$ cat config.mk
export PLATFORM = sky130hd
export DESIGN_NAME = des_block_packer_flat
export DESIGN_NICKNAME = d
export VERILOG_FILES = /design/src/rtl/des_block_packer_if.sv /design/src/rtl/des_block_packer.sv /design/src/flat_wrapper.sv
export SDC_FILE = /design/constraint.sdc
export NUM_CORES = 1
export LEC_CHECK = 0
export CAP_MARGIN = 20
export CORE_MARGIN = 2
export CORE_UTILIZATION = 55
export CTS_CLUSTER_SIZE = 30
export DETAILED_ROUTE_END_ITERATION = 6
export PLACE_DENSITY = 0.8
export SYNTH_ARGS = -nofsm -noshare
export SYNTH_HDL_FRONTEND = slang
export SYNTH_SLANG_ARGS = --single-unit
$ cat constraint.sdc
create_clock -name clk -period 3.2 [get_ports clk]
set_input_delay 0.48 -clock clk [delete_from_list [all_inputs] [get_ports clk]]
set_output_delay 0.48 -clock clk [all_outputs]
set_load 0.005 [all_outputs]
$ cat src/rtl/des_block_packer_if.sv
// ============================================================================
// Module      : des_block_packer_if
// Description : Byte-in / 64-bit-block-out handshake bundle for the DES
//               block packer. The slave modport is the packer itself; the
//               master modport is the upstream byte source plus the
//               downstream DES stage.
// Revision    : 1.0 - initial release
// ============================================================================
`default_nettype none

interface des_block_packer_if;
   logic        in_valid;
   logic        in_ready;
   logic [7:0]  in_data;
   logic        in_last;
   logic        out_valid;
   logic        out_ready;
   logic [63:0] out_block;
   logic        out_last;
   logic [3:0]  out_nbytes;

   modport master (
      output in_valid, in_data, in_last, out_ready,
      input  in_ready, out_valid, out_block, out_last, out_nbytes
   );

   modport slave (
      input  in_valid, in_data, in_last, out_ready,
      output in_ready, out_valid, out_block, out_last, out_nbytes
   );
endinterface

`default_nettype wire

$ cat src/rtl/des_block_packer.sv
// ============================================================================
// Module      : des_block_packer
// Description : Collects message bytes into 64-bit DES plaintext blocks.
//               A block closes on the 8th byte or on a byte flagged last.
//               Optional PKCS#5 padding is enabled by defining the macro
//               DES_BLOCK_PACKER_PAD_EN; without it, unfilled lanes are zero.
//               MSB_FIRST=1 places the first byte in out_block[63:56].
// Revision    : 1.0 - initial release
// ============================================================================
`default_nettype none

module des_block_packer #(
   parameter int MSB_FIRST = 1
) (
   input  wire logic          clk,
   input  wire logic          rst,
   des_block_packer_if.slave  bus
);

`ifdef DES_BLOCK_PACKER_PAD_EN
   localparam logic c_pad_en = 1'b1;
`else
   localparam logic c_pad_en = 1'b0;
`endif

   localparam logic [63:0] c_pad_block = 64'h0808080808080808;

   typedef enum logic [1:0] {
      FILL   = 2'd0,
      HOLD   = 2'd1,
      PADBLK = 2'd2
   } state_t;

   state_t      r_state;
   logic [3:0]  r_cnt;          // bytes stored so far; bit 3 is the full flag
   logic        r_pend;         // a standalone pad block must follow
   logic [7:0]  r_bytes [8];    // byte buffer indexed by arrival order
   logic        r_in_ready;
   logic        r_out_valid;
   logic [63:0] r_out_block;
   logic        r_out_last;
   logic [3:0]  r_out_nbytes;

   logic        w_accept;
   logic [3:0]  w_k;            // byte count including the byte now arriving
   logic        w_close;
   logic [7:0]  w_pad_val;
   logic        w_last_out;
   logic        w_pend;
   logic [7:0]  w_lane  [8];
   logic [63:0] w_block;

   assign w_accept   = bus.in_valid && r_in_ready;
   assign w_k        = r_cnt + 4'd1;
   assign w_close    = w_accept && (w_k[3] || bus.in_last);
   assign w_pad_val  = c_pad_en ? {4'h0, 4'd8 - w_k} : 8'h00;
   // A last byte that fills the block leaves no room for padding, so the
   // pad travels in its own block and this one is not the final block.
   assign w_last_out = bus.in_last && !(c_pad_en && w_k[3]);
   assign w_pend     = c_pad_en && bus.in_last && w_k[3];

   // Assemble the outgoing block: stored bytes, the arriving byte, then pad
   for (genvar i = 0; i < 8; i++) begin : g_lane
      assign w_lane[i] = (4'(i) < w_k) ?
                         ((4'(i) == r_cnt) ? bus.in_data : r_bytes[i]) :
                         w_pad_val;
      if (MSB_FIRST != 0) begin : g_msb
         assign w_block[63-8*i -: 8] = w_lane[i];
      end else begin : g_lsb
         assign w_block[8*i +: 8] = w_lane[i];
      end
   end

   // Packer state machine with registered handshake and block outputs
   always_ff @(posedge clk) begin
      if (rst) begin
         r_state      <= FILL;
         r_cnt        <= 4'd0;
         r_pend       <= 1'b0;
         r_in_ready   <= 1'b1;
         r_out_valid  <= 1'b0;
         r_out_block  <= 64'h0;
         r_out_last   <= 1'b0;
         r_out_nbytes <= 4'd0;
         for (int j = 0; j < 8; j++) begin
            r_bytes[j] <= 8'h00;
         end
      end else begin
         case (r_state)
            FILL: begin
               if (w_accept) begin
                  r_bytes[r_cnt[2:0]] <= bus.in_data;
                  if (w_close) begin
                     r_state      <= HOLD;
                     r_cnt        <= 4'd0;
                     r_pend       <= w_pend;
                     r_in_ready   <= 1'b0;
                     r_out_valid  <= 1'b1;
                     r_out_block  <= w_block;
                     r_out_last   <= w_last_out;
                     r_out_nbytes <= w_k;
                  end else begin
                     r_cnt <= w_k;
                  end
               end
            end
            HOLD: begin
               if (bus.out_ready) begin
                  if (r_pend) begin
                     r_state      <= PADBLK;
                     r_pend       <= 1'b0;
                     r_out_block  <= c_pad_block;
                     r_out_last   <= 1'b1;
                     r_out_nbytes <= 4'd0;
                  end else begin
                     r_state     <= FILL;
                     r_cnt       <= 4'd0;
                     r_in_ready  <= 1'b1;
                     r_out_valid <= 1'b0;
                  end
               end
            end
            PADBLK: begin
               if (bus.out_ready) begin
                  r_state     <= FILL;
                  r_cnt       <= 4'd0;
                  r_in_ready  <= 1'b1;
                  r_out_valid <= 1'b0;
               end
            end
            default: begin
               r_state     <= FILL;
               r_cnt       <= 4'd0;
               r_pend      <= 1'b0;
               r_in_ready  <= 1'b1;
               r_out_valid <= 1'b0;
            end
         endcase
      end
   end

   assign bus.in_ready   = r_in_ready;
   assign bus.out_valid  = r_out_valid;
   assign bus.out_block  = r_out_block;
   assign bus.out_last   = r_out_last;
   assign bus.out_nbytes = r_out_nbytes;

endmodule

`default_nettype wire

$ cat src/flat_wrapper.sv
// flat-port wrapper written by rule: the top's interface ports become plain ports
module des_block_packer_flat 
#(
   parameter int MSB_FIRST = 1
)
  (clk, rst, bus_in_valid, bus_in_data, bus_in_last, bus_out_ready, bus_in_ready, bus_out_valid, bus_out_block, bus_out_last, bus_out_nbytes);
  des_block_packer_if bus_i ();
  input  wire logic clk;
  input  wire logic rst;
  input wire logic [$bits(bus_i.in_valid)-1:0] bus_in_valid;
  input wire logic [$bits(bus_i.in_data)-1:0] bus_in_data;
  input wire logic [$bits(bus_i.in_last)-1:0] bus_in_last;
  input wire logic [$bits(bus_i.out_ready)-1:0] bus_out_ready;
  output wire logic [$bits(bus_i.in_ready)-1:0] bus_in_ready;
  output wire logic [$bits(bus_i.out_valid)-1:0] bus_out_valid;
  output wire logic [$bits(bus_i.out_block)-1:0] bus_out_block;
  output wire logic [$bits(bus_i.out_last)-1:0] bus_out_last;
  output wire logic [$bits(bus_i.out_nbytes)-1:0] bus_out_nbytes;
  assign bus_i.in_valid = bus_in_valid;
  assign bus_i.in_data = bus_in_data;
  assign bus_i.in_last = bus_in_last;
  assign bus_i.out_ready = bus_out_ready;
  assign bus_in_ready = bus_i.in_ready;
  assign bus_out_valid = bus_i.out_valid;
  assign bus_out_block = bus_i.out_block;
  assign bus_out_last = bus_i.out_last;
  assign bus_out_nbytes = bus_i.out_nbytes;
  des_block_packer #(.MSB_FIRST(MSB_FIRST)) u_core (.clk(clk), .rst(rst), .bus(bus_i));
endmodule
=== Yosys cells after proc, flatten, opt, wreduce, memory -nomap -nowiden ===
Memory sizes are Yosys's and may differ from the RTL's.
Index checks and enable logic that the tools add are counted.

* RAM bits: 64
* Word-level logic and storage cells: 111
* Bits of input ports: 13
* Output and inout bits: 71
* Memories: 1
* Register bits after elaboration: 78

* Eq/ne operators: 15
* Bitwise operators: 1
* Order comparisons: 8
* Multiplexer cells: 65
* Add/subtract/negate cells: 1
* Reductions and logical operators: 12

{| class="wikitable"
|+ Memories
! name !! depth !! bits a word !! rd ports !! clocked after Yosys merged registers in !! wr ports !! RTL line !! text
|-
| u_core.r_bytes || 8 || 8 || 8 || 0 || 8 || des_block_packer.sv:37 || <nowiki>logic [7:0] r_bytes [8];</nowiki>
|}

{| class="wikitable"
|+ Operator list
! operator !! count
|-
| $mux W64 || 4
|-
| $mux W8 || 17
|-
| $pmux W64 S2 || 1
|-
| $mux W4 || 9
|-
| $mux W1 || 21
|-
| $eq A3 B4 Y1 const A || 4
|-
| $lt A3 B4 Y1 const A || 4
|-
| $pmux W4 S3 || 1
|-
| $reduce_and A4 Y1 || 3
|-
| $mux W2 || 5
|-
| $reduce_and A5 Y1 || 2
|-
| $pmux W1 S3 || 3
|-
| $eq A2 B4 Y1 const A || 2
|-
| $lt A1 B4 Y1 const A || 2
|-
| $lt A2 B4 Y1 const A || 2
|-
| $pmux W4 S2 || 1
|-
| $reduce_or A8 Y1 || 1
|-
| $ne A2 B1 Y1 const B || 3
|-
| $ne A2 B2 Y1 const B || 3
|-
| $pmux W2 S3 || 1
|-
| $add A4 B1 Y4 const B || 1
|-
| $eq A1 B4 Y1 const A || 1
|-
| $logic_not A4 Y1 || 1
|-
| $mux W3 || 1
|-
| 8 further kinds || 9
|}

=== Depth between registers and ports, before layout ===
Gate-level depths: netlist of the first run.

* Depth after elaboration: 7
* Depth in mapped cells: 7
* Gate-level depth less buffers: 6

=== Worst setup path before layout of the first run ===
Ideal clock, no wire load.

* Kind: register to register
* Start point: register u_core.r_cnt[0]
* End point: memory u_core.r_bytes[7][0] (enable)
* Cell stages (with the launch flop): 6
* Setup time: 0.309 ns
* Period minus slack after synthesis: 1.898 ns
* Slack: 1.302 ns
* Data required time: 2.891 ns
* Path buffers: 1
* Data arrival time: 1.588 ns
* Path through: dfxtp_1 > buf_2 > inv_1 > or3_1 > nor2_1 > or2_2

{| class="wikitable"
|+ RTL lines
! item !! RTL line !! text
|-
| start, declared || des_block_packer.sv:35 || <nowiki>logic [3:0] r_cnt;</nowiki>
|-
| start signal, assigned || des_block_packer.sv:103 || <nowiki>r_cnt <= w_k;</nowiki>
|-
| end, declared || des_block_packer.sv:37 ||
|}

=== Final worst setup path of the first run ===
* Start point: register u_core.r_cnt[1]
* End point: register u_core.r_out_block[40], in the netlist u_core.bus.out_block[40]

* Cells in the longest elaborated chain, start to end: 6
* Elaborated cells between the ends (all ways): 12
* Those cells by class: add/sub (1); order compare (1); eq/ne (2); mux (5); reduce/logical (3)

{| class="wikitable"
|+ Ends and longest elaborated chain
! item !! RTL line !! text
|-
| $add A4 B1 Y4 / $eq A2 B4 Y1 (equally long branches) || des_block_packer.sv:54, des_block_packer.sv:65 ||
|-
| $lt A2 B4 Y1 / $mux W8 (equally long branches) || des_block_packer.sv:64, des_block_packer.sv:65 ||
|-
| $mux W8 || des_block_packer.sv:64 || <nowiki>assign w_lane[i] = (4'(i) < w_k) ?</nowiki>
|-
| $mux W64 || des_block_packer.sv:93 || <nowiki>if (w_close) begin</nowiki>
|-
| $mux W64 || des_block_packer.sv:91 || <nowiki>if (w_accept) begin</nowiki>
|-
| $pmux W64 S2 || des_block_packer.sv:89 || <nowiki>case (r_state)</nowiki>
|-
| end signal, assigned || des_block_packer.sv:99 || <nowiki>r_out_block <= w_block;</nowiki>
|-
| end signal, assigned || des_block_packer.sv:112 || <nowiki>r_out_block <= c_pad_block;</nowiki>
|-
| end, declared || des_block_packer.sv:40 || <nowiki>logic [63:0] r_out_block;</nowiki>
|}

Several ways; a longest one is shown, not always the timed one. The select of a mux whose other input is x is not followed.
A chain may end at the register's enable or synchronous reset.

==> results.toml, run 1 <==
[outcome]
status = "complete, no violations"

[worst_setup_path]
path_max_fanout = 16
crit_type = "reg2reg"
crit_required_ps = 3480
r2r_start = "u_core.r_cnt[1]"
crit_start = "u_core.r_cnt[1]"
critPathCaptureType = "register"
timing.reg2reg.setup_slack_ps = 610
critPathLaunchType = "register"
cp.arrival_ps = 2870

[sta]
slew_violations = 0
fin_ws_ps = 605
post-route-min-period_ps = 2590
finalCritPeriodShare = 0.811
tightest_slew_ps = 844
tns_ps = 0
setup_viol_count_final = 0
fin_skew_ps = 10.8
rsz0062_at_grt = "no"
max_freq_mhz = 385
hold_violations = 0
maxSlewHeadroom = 0.437

[finish]
final_common_cell = "clkdlybuf4s50_1"
fillers = 769
final_cells = 760
fin_area_um2 = 7930
layout-drive-gt1-share = 0.118
layout_common_cells = "82 x clkdlybuf4s50_1, 75 x dfxtp_1, 69 x and2_1"
antenna-diode-count = 0
areaGrowthSynthToFinish_pct = 23.2
final_util = 0.694
nets = 622

[synthesis]
yosys_warnings = 0
syn_area_um2 = 6440
avgSynthCellArea_um2 = 12.0
yosysUniqueCellTypes = 45
synthArstFlopShare = 0
synth_edf_count = 64
synth_cells = 538
synth_ff_type = "dfxtp_1"
synth_nets = 556
synth_top_area_frac = 0.299
ys_ff_latch = 139
synth_top_area_cell = "edfxtp_1"
ys_seq_area_frac = 0.532
ys_top_cells_by_area = "edfxtp_1 30%, dfxtp_1 23%, mux2i_1 10%, and2_1 6.7%, nand2b_1 5.8%"

[placed_design]
place.gp.congestion = 0.851
dpl-instance-area_um2 = 7290
place_hpwl_um = 8870
dp_cells = 728
place_ws_ps = 433
portBuffers = 83

[pwr]
pwr_density_cell_nw_per_um2 = 536
p_leak_nw = 2.92
ir_drop_mv = 0.332

[global_route]
grt_usage = 0.231
antenna_found_initial = 0
grt_max_degree = 96
grt_pass1_wl_um = 22700
grt_remaining_overflow = 0
grt_pass1_vias = 4357

[route]
avgViaCountPerCell = 5.73
drt_iter0_markers = 398
vias = 4353
postRouteAntennaNets = 0
routed_wl_um = 14100
drt_pre_antenna_iters = 5
wl_per_cell_um = 18.5
drc = 0

[die]
start_util = 0.564
io_pins = 84
rows = 39
die_h_um = 112
die-area_um2 = 12600
die_width_um = 112
core_um2 = 11400

[worst_hold_path]
hold_class = "reg2reg"
min_from = "u_core.bus.out_last"

[cts]
clock-sinks = 139
ctsHoldBuffers = 0
post-cts-setup-buffers = 0
cts_resized = 0
htreeDepth = 4
clk_path_buf_depth = 2
tritoncts.num_buffers = 17
cts_tree = "yes"
clk_latency_ps = 430
clkTransAtPathRegs_ps = 60
root_buffer = "clkbuf_16"

[flow_run]
drv_cap = 0
[final timing paths]
kind | to | cells past startpoint
worst min-delay path | u_core.bus.out_last | 2
worst max register to register | u_core.bus.out_block[40] | 5
worst min register to register | u_core.bus.out_last | 2
worst max-delay path | u_core.bus.out_block[40] | 5
[per-layer routing]
| layer | track usage | wire [um] | up-vias |
|---|---|---|---|
| met4 | 0.0829 | 128 | 0 |
| li1 | - | - | 2100 |
| met1 | 0.305 | 6200 | 2101 |
| met2 | 0.366 | 6770 | 141 |
| met3 | 0.0686 | 964 | 11 |
| met5 | 0 | 0 | - |
[through the flow]
step | power (mW) | hold WS [ps]
6_report | 4.25 | 461
4_1_cts | 4.26 | 464
3_3_place_gp | 2.21 | 442
3_5_place_dp | 2.22 | 457
5_1_grt | 4.38 | 478
2_1_floorplan | 2.13 | 453
[registers in the layout (all words and copies together), names as in the netlist]
signal / count
u_core.r_cnt: 4
u_core.bus.out_block: 64
u_core.bus.in_ready: 1
u_core.r_bytes: 64
u_core.bus.out_last: 1
u_core.r_state: 1
u_core.bus.out_nbytes: 4
[power by group]
group	total (mW)	internal, mW	switching (mW)
Combinational	0.260	0.104	0.156
Clock	2.07	1.33	0.732
Sequential	1.93	1.90	0.0224
[critical path: stages (launching register included)]
cell and delay, ps:
dfxtp_1 750, ha_1 500, and2_1 230, a211oi_4 110, o31ai_2 680, o32ai_1 190
[logic make-up (layout without fill, tap and decap cells)]
| logic type | count (synthesis) | after routing | synth area share |
|---|---|---|---|
| DFF | 139 | 139 | 0.532 |
| muxes | 66 | 66 | 0.103 |
| xor gates and xnor gates | 1 | 1 | 0.00136 |
| and+or+nand+nor | 187 | 187 | 0.172 |
| adders and majority gates | 5 | 5 | 0.00972 |
| buffers and inverters | 46 | 125 | 0.0327 |
| AOI/OAI and AO/OA | 94 | 94 | 0.149 |
[area by class of cell]
class	instances	area, um^2	area share
clock inverter	10	136	0.0172
inverter	4	15.0	0.00189
tap	143	179	0.0226
clock buffer	22	497	0.0627
multi-input combinational	353	2800	0.354
sequential	139	3420	0.432
timing repair buffer	89	873	0.110
[cells in the mapped netlist, types with 2 or more instances]
cell and instances:
nor3_2 2, edfxtp_1 64, a21boi_0 2, inv_1 4, nand3b_1 3, or2_2 8
a22o_1 2, mux2i_1 66, a21oi_1 7, nand2b_1 60, clkbuf_2 2, and2_1 69
nor2_1 20, a211oi_1 2, o32ai_2 14, o31ai_4 2, dfxtp_1 75, nor2b_1 4
clkbuf_1 23, nand2_1 12, buf_2 13, o32ai_1 42, a2bb2oi_1 8, ha_1 5
a211oi_4 2, or3_1 2, nand3_1 2, and3b_1 2, buf_4 3, o21ai_2 3
Power figures use the tool's default switching activity.
==> run 2, diff against run 1 <==
- CORE_UTILIZATION: 55 -> 50
- PLACE_DENSITY: 0.8 -> 0.76
- clock period: 3.2 -> 2.1 ns (I/O delays scaled with it)
==> results.toml, run 2 (synthesis gave the netlist of run 1 again) <==
[outcome]
status = "complete, no violations"

[sta]
max_freq_mhz = 504
slew_violations = 0
finalCritPeriodShare = 0.945
hold_violations = 0
holdWs_ps = 139
fin_ws_ps = 115
tightest_slew_ps = 597
setup_viol_count_final = 0
post-route-min-period_ps = 1990
rsz0062_at_grt = "no"
fin_skew_ps = 6.39
tns_ps = 0
maxSlewHeadroom = 0.602

[global_route]
antenna_found_initial = 0
grt_remaining_overflow = 0
grt_pass1_wl_um = 23500
grt_max_degree = 137
grt_usage = 0.215
grt_pass1_vias = 4493

[flow_run]
drv_cap = 0

[cts]
post-cts-setup-buffers = 0
ctsHoldBuffers = 0
clkTransAtPathRegs_ps = 50
cts_tree = "yes"
clock-sinks = 139
tritoncts.num_buffers = 17
root_buffer = "clkbuf_16"
clk_latency_ps = 420
htreeDepth = 4
clk_path_buf_depth = 2

[finish]
multi_input_area_um2 = 2810
antenna-diode-count = 0
final_cells = 817
nets = 650
seq_area_um2 = 3420
areaGrowthSynthToFinish_pct = 26.9
final_common_cell = "clkdlybuf4s50_1"
layout-drive-gt1-share = 0.157
fin_area_um2 = 8170
fillers = 961
layout_common_cells = "82 x clkdlybuf4s50_1, 74 x dfxtp_1, 69 x and2_1"
final_util = 0.650

[die]
die-area_um2 = 13800
io_pins = 84
die_h_um = 117
start_util = 0.512
core_um2 = 12600
die_width_um = 117
rows = 41

[worst_setup_path]
critPathLaunchType = "register"
crit_type = "reg2reg"
critPathCapture = "u_core.bus.out_block[0]"
r2r_start = "u_core.r_cnt[1]"
critPathCaptureType = "register"
worst-r2r-cell-count = 6
timing.rr.end = "u_core.bus.out_block[0]"
path_max_fanout = 8
cp.arrival_ps = 2270
crit_start = "u_core.r_cnt[1]"
crit_required_ps = 2390
timing.reg2reg.setup_slack_ps = 110

[placed_design]
place_hpwl_um = 9290
dp_cells = 785
place.gp.congestion = 0.854
place_ws_ps = -50.2
portBuffers = 83
dpl-instance-area_um2 = 7560

[pwr]
combPwrFrac = 0.069
ir_drop_mv = 0.526
switchingPower_mw = 1.37
p_seq_frac = 0.461
p_int_mw = 4.99
p_leak_nw = 3.07
total_power_mw = 6.36
p_clk_frac = 0.470
pwr_density_cell_nw_per_um2 = 778
p_sw_frac = 0.215

[route]
vias = 4511
routed_wl_um = 14500
postRouteAntennaNets = 0
wl_per_cell_um = 17.7
drt_iter0_markers = 293
drt_pre_antenna_iters = 4
drc = 0
avgViaCountPerCell = 5.52

[worst_hold_path]
hold_class = "in2reg"
run 2: cell types whose count changed in the layout (fill, tap and decap cells not counted), sizes merged:
cell / before / now
clkinvlp: 5 / 1
clkbuf: 22 / 25
clkinv: 2 / 4
bufinv: 3 / 2
buf: 7 / 35
run 2: critical path: stages (launching register included):
cell	delay, ps
dfxtp_1	480
ha_1	270
buf_4	140
nand3b_1	370
mux2i_1	340
a2bb2oi_1	190
nor2_1	50
run 2: worst min-delay path by stage:
stage / from / endpoint / slack [ps] / cells past startpoint
after floorplan: u_core.bus.out_last / u_core.bus.out_last / 450 / 2
after global placement: u_core.bus.out_nbytes[3] / u_core.bus.out_nbytes[3] / 440 / 2
after detailed placement: u_core.bus.out_nbytes[1] / u_core.bus.out_nbytes[1] / 460 / 2
after CTS: rst / u_core.bus.out_nbytes[2] / 120 / 2
after global routing: rst / u_core.bus.out_nbytes[2] / 150 / 2
final: rst / u_core.bus.out_nbytes[2] / 140 / 2
run 2: power groups by stage:
stage          Clock (mW)  Combinational, mW  Sequential [mW]
2_1_floorplan           0              0.263             2.98
3_3_place_gp            0              0.422             2.98
3_5_place_dp            0              0.433             2.99
4_1_cts              3.02              0.434             2.93
5_1_grt              3.13              0.469             2.93
6_report             2.99              0.436             2.93
run 2: routing by layer:
layer,track usage,routed length [um]
met5,0,0
met4,0.0986,287
met3,0.0460,749
met2,0.342,6900
met1,0.283,6560
run 2: cell type report:
class,instances,share of cell area
flip-flops and latches,139,0.419
multi-input cells,353,0.344
repair buffers,117,0.136
clock buffers,25,0.0620
well taps,172,0.0263
clock inverters,7,0.0106
inverters,4,0.00184
run 2: repair_timing:
action | 4_1_cts | 5_1_grt
gates resized for setup | 0 | 3
endpoints found under the hold margin | 0 | 0
endpoints found under the setup margin | 0 | 22
==> run 3, diff against run 2 <==
--- a/config.mk
+++ b/config.mk
@@ -8,8 +8,9 @@
 export CAP_MARGIN = 20
 export CORE_MARGIN = 2
-export CORE_UTILIZATION = 50
+export CORE_UTILIZATION = 52
+export CTS_BUF_LIST = sky130_fd_sc_hd__clkbuf_4 sky130_fd_sc_hd__clkbuf_8
 export CTS_CLUSTER_SIZE = 30
 export DETAILED_ROUTE_END_ITERATION = 6
-export PLACE_DENSITY = 0.76
+export PLACE_DENSITY = 0.79
 export SYNTH_ARGS = -nofsm -noshare
 export SYNTH_HDL_FRONTEND = slang
==> constraint.sdc (replaced) <==
create_clock -name clk -period 2.1 [get_ports clk]
set_input_delay 0.21 -clock clk [delete_from_list [all_inputs] [get_ports clk]]
set_output_delay 0.21 -clock clk [all_outputs]
set_load 0.005 [all_outputs]
==> results.toml, run 3 (synthesis gave the netlist of run 1 again) <==
[route]
wl_per_cell_um = 17.8
drc = 0
avgViaCountPerCell = 5.57
drt_pre_antenna_iters = 5
routed_wl_um = 14400
drt_iter0_markers = 306
vias = 4513
postRouteAntennaNets = 0

[placed_design]
place_hpwl_um = 9550
portBuffers = 83
place_ws_ps = 15.4
dpl-instance-area_um2 = 7520
place.gp.congestion = 0.893

[pwr]
ir_drop_mv = 0.455
combPwrFrac = 0.076
p_seq_frac = 0.510
p_int_mw = 4.44
p_sw_frac = 0.225
pwr_density_cell_nw_per_um2 = 716
switchingPower_mw = 1.29
p_leak_nw = 2.98
p_clk_frac = 0.413

[worst_setup_path]
crit_type = "reg2reg"
timing.reg2reg.setup_slack_ps = 140
critPathCaptureType = "register"
crit_required_ps = 2450
path_max_fanout = 8
critPathLaunchType = "register"
cp.arrival_ps = 2320

[global_route]
grt_remaining_overflow = 0
grt_pass1_wl_um = 23100
antenna_found_initial = 0
grt_usage = 0.228
grt_max_degree = 59
grt_pass1_vias = 4558

[sta]
tns_ps = 0
holdWs_ps = 133
slew_violations = 0
max_freq_mhz = 509
fin_ws_ps = 136
tightest_slew_ps = 590
hold_violations = 0
fin_skew_ps = 11.4
rsz0062_at_grt = "no"
maxSlewHeadroom = 0.607
setup_viol_count_final = 0
post-route-min-period_ps = 1960
finalCritPeriodShare = 0.935

[cts]
clkTransAtPathRegs_ps = 80
htreeDepth = 4
clock-sinks = 139
clk_path_buf_depth = 2
tritoncts.num_buffers = 17
root_buffer = "clkbuf_8"
cts_tree = "yes"
clk_latency_ps = 440

[finish]
areaGrowthSynthToFinish_pct = 24.3
final_common_cell = "clkdlybuf4s50_1"
nets = 647
fin_area_um2 = 8000
antenna-diode-count = 0
layout_common_cells = "82 x clkdlybuf4s50_1, 73 x dfxtp_1, 68 x and2_1"
layout-drive-gt1-share = 0.167

[die]
die_h_um = 115
die_width_um = 115
die-area_um2 = 13300
rows = 40
start_util = 0.534
core_um2 = 12100
io_pins = 84

[worst_hold_path]
hold_class = "in2reg"

[outcome]
status = "complete, no violations"

[flow_run]
drv_cap = 0
==> run 3: per-layer routing <==
layer | vias up | wire length (um) | global-route usage
li1 | 2149 | - | -
met1 | 2206 | 6470 | 0.301
met2 | 139 | 6980 | 0.372
met3 | 19 | 729 | 0.0459
met4 | 0 | 234 | 0.0884
met5 | - | 0 | 0
==> run 3: through the flow <==
step | util | instances | total power [mW]
2_1_floorplan | - | 538 | 3.24
3_3_place_gp | 0.624 | 778 | 3.40
3_5_place_dp | 0.624 | 778 | 3.42
4_1_cts | 0.660 | 810 | 5.76
5_1_grt | 0.663 | 810 | 5.92
6_report | 0.663 | 810 | 5.73
==> run 3: power groups by stage <==
stage          logic, mW  clock network (mW)  registers (mW)
2_1_floorplan      0.263                   0            2.98
3_3_place_gp       0.421                   0            2.98
3_5_place_dp       0.432                   0            2.99
4_1_cts            0.434                2.40            2.92
5_1_grt            0.468                2.52            2.93
6_report           0.437                2.37            2.92
==> run 3: path summary, 6_finish.rpt <==
path	start	to	cells past startpoint
max	u_core.r_cnt[0]	u_core.bus.out_block[61]	5
min	rst	u_core.bus.out_nbytes[0]	2
max reg2reg	u_core.r_cnt[0]	u_core.bus.out_block[61]	5
min reg2reg	u_core.bus.out_nbytes[3]	u_core.bus.out_nbytes[3]	2
==> run 3: area by class of cell <==
class	count	area, um^2
Clock buffer	20	269
Tap cell	168	210
Fill cell	899	4060
Timing Repair Buffer	114	1070
Multi-Input combinational cell	353	2840
Clock inverter	12	170
Sequential cell	139	3430
Inverter	4	15.0
==> run 3: critical path, cell delays in order, from the launching register on <==
cell,delay [ps]
dfxtp_2,360
ha_1,280
and2_1,210
a211oi_4,500
o31ai_4,220
o32ai_2,300
==> run 3: repair_timing <==
item / in CTS / in global routing
buffers inserted: 0 / 0
hold buffers: 0 / 0
endpoints found under the hold margin: 0 / 0
setup endpoints to repair: 0 / 39
resized for setup: 0 / 8
